## src/rtl/seq_alu.sv

```systemverilog
// seq_alu: multi-cycle ALU with valid/ready handshake, registered result and N/Z/C/V flags.
// Ports:
//   CLK, Reset_L          clock (rising edge), asynchronous active-low reset
//   BusA, BusB            operands; shift amount is BusB[$clog2(N)-1:0]
//   ALUCtrl               opcode: AND 0000, OR 0001, ADD 0010, SUB 0110, PassB 0111,
//                         LSL 0011, LSR 0100, MUL 1000
//   in_valid / in_ready   operand handshake
//   BusW, Zero, Negative, Carry, Overflow   registered result and flags
//   out_valid / out_ready result handshake
// Build option: SEQ_ALU_MUL_EN compiles in the iterative shift-add multiplier;
// without it opcode 1000 completes like any undefined opcode.
module seq_alu #(
    parameter int N = 64
) (
    input  logic         CLK,
    input  logic         Reset_L,
    input  logic [N-1:0] BusA,
    input  logic [N-1:0] BusB,
    input  logic [3:0]   ALUCtrl,
    input  logic         in_valid,
    output logic         in_ready,
    output logic [N-1:0] BusW,
    output logic         Zero,
    output logic         Negative,
    output logic         Carry,
    output logic         Overflow,
    output logic         out_valid,
    input  logic         out_ready
);
    localparam int SW = $clog2(N);

    typedef enum logic [1:0] {IDLE, MUL, DONE} stateT;
    stateT state;

    logic [N-1:0] res;
    logic         resC;
    logic         resV;
    logic [N:0]   addW;
    logic [N:0]   subW;
    logic [SW-1:0] shamt;

    assign shamt = BusB[SW-1:0];
    assign addW  = {1'b0, BusA} + {1'b0, BusB};
    // Subtraction as A + ~B + 1 so the carry-out directly means "no borrow".
    assign subW  = {1'b0, BusA} + {1'b0, ~BusB} + {{N{1'b0}}, 1'b1};

    assign in_ready  = (state == IDLE) & Reset_L;
    assign out_valid = (state == DONE);

    always_comb begin
        res  = '0;
        resC = 1'b0;
        resV = 1'b0;
        case (ALUCtrl)
            4'b0000: res = BusA & BusB;
            4'b0001: res = BusA | BusB;
            4'b0010: begin
                res  = addW[N-1:0];
                resC = addW[N];
                resV = (BusA[N-1] == BusB[N-1]) && (addW[N-1] != BusA[N-1]);
            end
            4'b0110: begin
                res  = subW[N-1:0];
                resC = subW[N];
                resV = (BusA[N-1] != BusB[N-1]) && (subW[N-1] != BusA[N-1]);
            end
            4'b0111: res = BusB;
            4'b0011: res = BusA << shamt;
            4'b0100: res = BusA >> shamt;
            default: res = '0;
        endcase
    end

`ifdef SEQ_ALU_MUL_EN
    logic [N-1:0]  acc;
    logic [N-1:0]  mcand;
    logic [N-1:0]  mplier;
    logic [N-1:0]  accNext;
    logic [SW-1:0] cnt;

    assign accNext = acc + (mplier[0] ? mcand : '0);
`endif

    always_ff @(posedge CLK or negedge Reset_L) begin
        if (!Reset_L) begin
            state    <= IDLE;
            BusW     <= '0;
            Zero     <= 1'b0;
            Negative <= 1'b0;
            Carry    <= 1'b0;
            Overflow <= 1'b0;
`ifdef SEQ_ALU_MUL_EN
            acc      <= '0;
            mcand    <= '0;
            mplier   <= '0;
            cnt      <= '0;
`endif
        end else begin
            case (state)
                IDLE: if (in_valid) begin
`ifdef SEQ_ALU_MUL_EN
                    if (ALUCtrl == 4'b1000) begin
                        acc    <= '0;
                        mcand  <= BusA;
                        mplier <= BusB;
                        cnt    <= '0;
                        state  <= MUL;
                    end else
`endif
                    begin
                        BusW     <= res;
                        Zero     <= (res == '0);
                        Negative <= res[N-1];
                        Carry    <= resC;
                        Overflow <= resV;
                        state    <= DONE;
                    end
                end
`ifdef SEQ_ALU_MUL_EN
                // Fixed N iterations; the last one writes the sum straight to BusW.
                MUL: begin
                    acc    <= accNext;
                    mcand  <= mcand << 1;
                    mplier <= mplier >> 1;
                    cnt    <= cnt + 1'b1;
                    if (cnt == SW'(N - 1)) begin
                        BusW     <= accNext;
                        Zero     <= (accNext == '0);
                        Negative <= accNext[N-1];
                        Carry    <= 1'b0;
                        Overflow <= 1'b0;
                        state    <= DONE;
                    end
                end
`endif
                DONE: if (out_ready) state <= IDLE;
                default: state <= IDLE;
            endcase
        end
    end
endmodule

```

## config.mk

```make
export PLATFORM = sky130hd
export DESIGN_NAME = seq_alu
export DESIGN_NICKNAME = d
export VERILOG_FILES = /design/src/rtl/seq_alu.sv
export SDC_FILE = /design/constraint.sdc
export NUM_CORES = 1
export LEC_CHECK = 0
export CORE_AREA = 2 2 235 237
export DETAILED_ROUTE_END_ITERATION = 8
export DIE_AREA = 0 0 237 239
export PLACE_DENSITY_LB_ADDON = 0.25
export SLEW_MARGIN = 10
export SYNTH_ARGS = -nofsm -noshare
export SYNTH_HDL_FRONTEND = slang
export SYNTH_SLANG_ARGS = --single-unit
```

## constraint.sdc

```tcl
create_clock -name CLK -period 2.8 [get_ports CLK]
set_input_delay 0.42 -clock CLK [delete_from_list [all_inputs] [get_ports CLK]]
set_output_delay 0.42 -clock CLK [all_outputs]
set_load 0.01 [all_outputs]
```

==> results of run 1 <==
-- per-layer routing --
| layer | GRT overflow | track usage (%) |
|---|---|---|
| met3 | 2 | 65.0 |
| met2 | 74 | 94.6 |
| met1 | 2 | 79.5 |
| met5 | 0 | 33.6 |
| met4 | 80 | 81.7 |
-- what timing repair did --
item | 4_1_cts
endpoints found under the setup margin | 67
buffers inserted | 209
resized for setup | 943
cloned | 6
pin swaps | 186
-- stage by stage --
stage | cells | utilization, %
3_5_place_dp | 5560 | 70.4
2_1_floorplan | 3405 | -
3_3_place_gp | 5560 | 70.4
4_1_cts | 5778 | 79.6
-- kinds of logic after synthesis --
family | after synthesis
muxes | 337
and+or+nand+nor | 1136
buffers and inverters | 480
adders and majority gates | 208
xor gates and xnor gates | 24
AOI/OAI and AO/OA | 1152
DFF | 68
==> flow_metrics.tcl, run 1 <==
set metrics [dict create \
    arithmetic_cell_share_of_the_synthesized_area_counting_full_adders_half_adders_and_majority_gates_pct 10.7 \
    ctsHoldBuffers 0 \
    finalWeightedCongestion 1.28 \
    cts.path.max_buffers 2 \
    cts_inserted_buffers 9 \
    post-synth-top-count-cell "sky130_fd_sc_hd__nand2_1" \
    synth.area.top_cells "sky130_fd_sc_hd__ha_1, sky130_fd_sc_hd__mux4_2, sky130_fd_sc_hd__dfrtp_1" \
    synth-compound-area-share_pct 31.6 \
    syn_nets 3749 \
    cts.root.buffer_cell "sky130_fd_sc_hd__clkbuf_16" \
    syn_area_um2 24500 \
    post_synthesis_share_of_cell_area_spent_on_xor_and_xnor_gates_pct 0.856 \
    grt_repair_worst_endpoint "Zero$_DFFE_PN0P_/D" \
    grt_usage_pct 79.6 \
    pre_cts_ws_ns -2.54 \
    grt_overflow 158 \
    syn_inst 3405 \
    detailedPlacementHpwl_um 141000 \
    synth_enable_flop_cells 0 \
    synth_flop_cell "sky130_fd_sc_hd__dfrtp_1" \
    boundaryPins 206 \
    htree_num_levels 3 \
    clkSinkCount 68 \
    synthMuxAreaShare_pct 19.9 \
    die_h_um 239 \
    synth-async-reset-ratio_pct 100 \
    synth_top_family_by_area "compound AO/OA/AOI/OAI gates" \
    die_width_um 237 \
    stop_error "[ERROR GRT-0232] Routing congestion too high. Check the congestion heatmap in the GUI." \
    post-synth-top-area-cell "sky130_fd_sc_hd__ha_1" \
    initial_utilization_pct 45.2 \
    ys_top_cells_by_count "sky130_fd_sc_hd__nand2_1, sky130_fd_sc_hd__nor2_1, sky130_fd_sc_hd__a21oi_1" \
    worst_endpoint_kind_after_the_last_repair "register input" \
    ys_types 105 \
    yosysWarnings 0 \
    failed_stage "global routing" \
    synth_seq_cells 68 \
    synthDominantCellAreaShare_pct 10.5 \
    synth_area_per_cell_um2 7.21 \
    floorplan.rows 86 \
    run_status "did not finish" \
    dpl-instance-area_um2 38200 \
    simple_gate_portion_of_the_synthesized_area_pct 21.7 \
    maximum_number_of_pins_on_one_net_before_global_route_repair 108 \
    io_buffer_count 205 \
    proportion_of_synthesized_chip_area_in_sequential_cells_pct 6.93 \
]
==> run 2: changes to the inputs <==
--- a/config.mk
+++ b/config.mk
@@ -5,10 +5,10 @@
 export SDC_FILE = /design/constraint.sdc
 export NUM_CORES = 1
 export LEC_CHECK = 0
-export CORE_AREA = 2 2 235 237
+export CORE_AREA = 2 2 285 287
 export DETAILED_ROUTE_END_ITERATION = 8
-export DIE_AREA = 0 0 237 239
-export PLACE_DENSITY_LB_ADDON = 0.25
+export DIE_AREA = 0 0 287 289
+export PLACE_DENSITY_LB_ADDON = 0.15
 export SLEW_MARGIN = 10
 export SYNTH_ARGS = -nofsm -noshare
 export SYNTH_HDL_FRONTEND = slang
==> flow_metrics.tcl, run 2 <==
set metrics [dict create \
    timing.critical_path.from_type "input pin" \
    grt_overflow 0 \
    boundaryPins 206 \
    layout-drive-gt1-share_pct 54.9 \
    layout.core_utilization_pct 59.8 \
    worst-setup-path-type "input pin to flop" \
    stdcell_count 6330 \
    first_global_vias 36200 \
    hold_path_class "input pin to asynchronous set/reset pin" \
    ys_top_cells_by_count "sky130_fd_sc_hd__nand2_1, sky130_fd_sc_hd__nor2_1, sky130_fd_sc_hd__a21oi_1" \
    net-switching-power_w 0.00666 \
    finClkSkew_ns 0.00922 \
    routedWlPerCell_um 31.7 \
    syn_inst 3405 \
    timing.rr.end "Zero" \
    synth_enable_flop_cells 0 \
    fin_ws_ns -1.67 \
    syn_nets 3749 \
    crit_path_max_fanout 6 \
    worst_hold_slack_ns 0.273 \
    synth_area_per_cell_um2 7.21 \
    p_int_w 0.00755 \
    cp-end-kind "flop" \
    path_cells "clkbuf_16 > buf_12 > buf_12 > buf_12 > buf_4 > mux2i_1 > mux4_2 > inv_1 > mux4_2 > a221o_1 > nor4_4 > nand4_1 > a2111o_1 > nand4bb_4 > nor4_4 > buf_4 > nand4_1 > o31ai_2" \
    ctsHoldBuffers 0 \
    final_max_slew_viol_count 0 \
    first_pass_grt_wire_length_um 273000 \
    route.vias.total 38600 \
    sw_ratio_pct 46.9 \
    crit-reg2reg-launch "state[1]" \
    clkSinkCount 68 \
    report.final.hold_viol_count 0 \
    cts.root.buffer_cell "sky130_fd_sc_hd__clkbuf_16" \
    grt_antenna_before_repair 16 \
    power_density_nw_per_um2 297 \
    worstPathRequired_ns 3.06 \
    final.period_utilization_pct 160 \
    failed_checks "negative setup slack" \
    syn_area_um2 24500 \
    fp.coreArea_um2 79900 \
    maximum_number_of_pins_on_one_net_before_global_route_repair 83 \
    synth-async-reset-ratio_pct 100 \
    finalWeightedCongestion 1.16 \
    number_of_endpoints_failing_setup_at_the_final_stage 64 \
    power.static_leakage_nw 21.2 \
    yosysWarnings 0 \
    critPathMostFrequentCell "sky130_fd_sc_hd__buf_12" \
    die_area_um2 82900 \
    reg2reg_slack_ns -0.61 \
    worst_pin_slew_ns 1.04 \
    pre_cts_ws_ns -2.57 \
    irDropWorstVdd_v 0.000309 \
    layout.cells.most_common "sky130_fd_sc_hd__buf_4" \
    synth_flop_cell "sky130_fd_sc_hd__dfrtp_1" \
    max_slew_margin_pct 30.4 \
    vias_per_cell 6.10 \
    floorplan.rows 104 \
    critPathMaxStageDelay_ns 0.57 \
    num-fill-cells 7446 \
    insertion_delay_ns 0.35 \
    pwr-share-comb_pct 81.6 \
    dpl.cell_count 6040 \
    cts_tree "done" \
    mostFrequentLayoutCells "sky130_fd_sc_hd__buf_4, sky130_fd_sc_hd__nand2_1, sky130_fd_sc_hd__nor2_1" \
    clkPwrFrac_pct 9.0 \
    ys_types 105 \
    finish.net_count 5602 \
    pwr-share-seq_pct 9.3 \
    drcViolationCount 0 \
    worst_setup_hold_path_clk_slew_ns 0.07 \
    grt_setup_unrepaired "true" \
    post-synth-top-count-cell "sky130_fd_sc_hd__nand2_1" \
    regMostFlops "BusW" \
    cts.path.max_buffers 2 \
    timing.critical_path.arrival_ns 4.73 \
    synthDominantCellAreaShare_pct 10.5 \
    synth.area.top_cells "sky130_fd_sc_hd__ha_1, sky130_fd_sc_hd__mux4_2, sky130_fd_sc_hd__dfrtp_1" \
    fmaxAchievable_mhz 224 \
    cpMaxStageDelayCell "sky130_fd_sc_hd__mux4_2" \
    flip_flop_count_of_the_largest_register_all_copies_and_words_added 64 \
    finalWorstPathRequiredPeriod_ns 4.47 \
    grt_usage_pct 46.3 \
    die_h_um 289 \
    proportion_of_synthesized_chip_area_in_sequential_cells_pct 6.93 \
    initial_utilization_pct 30.7 \
    htree_num_levels 3 \
    run_status "finished with violations" \
    cts_inserted_buffers 9 \
    synth_seq_cells 68 \
    post-synth-top-area-cell "sky130_fd_sc_hd__ha_1" \
    final_routed_wirelength_um 200000 \
    antenna_left 0 \
    drt-pass1-iter-count 6 \
    fin_setup_tns_ns -36.44 \
    io_buffer_count 205 \
    reg2reg_depth 14 \
    detailedPlacementHpwl_um 166000 \
    max_cap_viol_count 0 \
    detailedRoute.firstIterationViolations 4680 \
    die_width_um 287 \
    area_delta_synth_final_pct 94.7 \
]
[run 2: power by group through the flow]
stage,registers [W],logic [W],clock network [W]
after CTS,0.00133,0.0106,0.00132
after floorplan,0.00145,0.00350,0
after global routing,0.00136,0.0119,0.00135
after detailed placement,0.00135,0.00918,0
final,0.00133,0.0116,0.00129
after global placement,0.00134,0.00918,0
[run 2: stage by stage]
stage	cell area, µm²	total power [W]
2_1_floorplan	25000	0.00494
3_3_place_gp	39600	0.0105
3_5_place_dp	39600	0.0105
4_1_cts	45700	0.0133
5_1_grt	47800	0.0146
6_report	47800	0.0142
[run 2: critical path, delay by kind of cell]
kind / cells / cell delay, ns
AND/OR/NAND/NOR: 5 / 1.19
AO/OA/AOI/OAI: 3 / 1.08
multiplexers: 3 / 1.11
buffers and inverters: 7 / 0.89
[run 2: timing repair]
item / 4_1_cts / 5_1_grt
resized for setup: 1174 / 401
pin swaps: 244 / 202
buffers inserted: 226 / 102
setup endpoints to repair: 67 / 66
gates cloned: 9 / 0
[run 2: area by class of cell]
cell class	count	area, µm²	area share [%]
inverters	218	920	1.92
flip-flops and latches	68	1700	3.56
well taps	1060	1330	2.77
clock buffers	11	253	0.529
clock inverters	5	82.6	0.173
diodes	7	17.5	0.0366
repair buffers	2104	18000	37.6
multi-input cells	2857	25500	53.4
[run 2: cell families (layout without fill, tap and decap cells)]
group                      Yosys count  count (layout)  share of synthesized area, %
AOI/OAI and AO/OA                 1152            1152                          31.6
and+or+nand+nor                   1136            1136                          21.7
buffers and inverters              480            2338                          8.36
muxes                              337             337                          19.9
adders and majority gates          208             208                          10.7
DFF                                 68              68                          6.93
xor gates and xnor gates            24              24                         0.856
other                                0               7                             0
[run 2: metal layers]
layer | wire [µm] | track usage [%] | vias to the layer above
li1 | - | - | 16700
met1 | 81700 | 62.3 | 18800
met2 | 81900 | 68.0 | 2582
met3 | 22300 | 10.3 | 537
met4 | 14400 | 26.6 | 6
met5 | 37 | 0 | -
[run 2: worst max path at each step]
stage	from	end	slack [ns]	cells past startpoint
4_1_cts	BusB[1]	Zero	-1.57	17
3_3_place_gp	BusA[0]	Zero	-2.58	20
3_5_place_dp	BusA[0]	Zero	-2.57	20
5_1_grt	BusB[1]	Zero	-1.67	19
6_report	BusB[1]	Zero	-1.67	18
2_1_floorplan	BusB[2]	Zero	-1.56	20
Power figures use the tool's default switching activity.
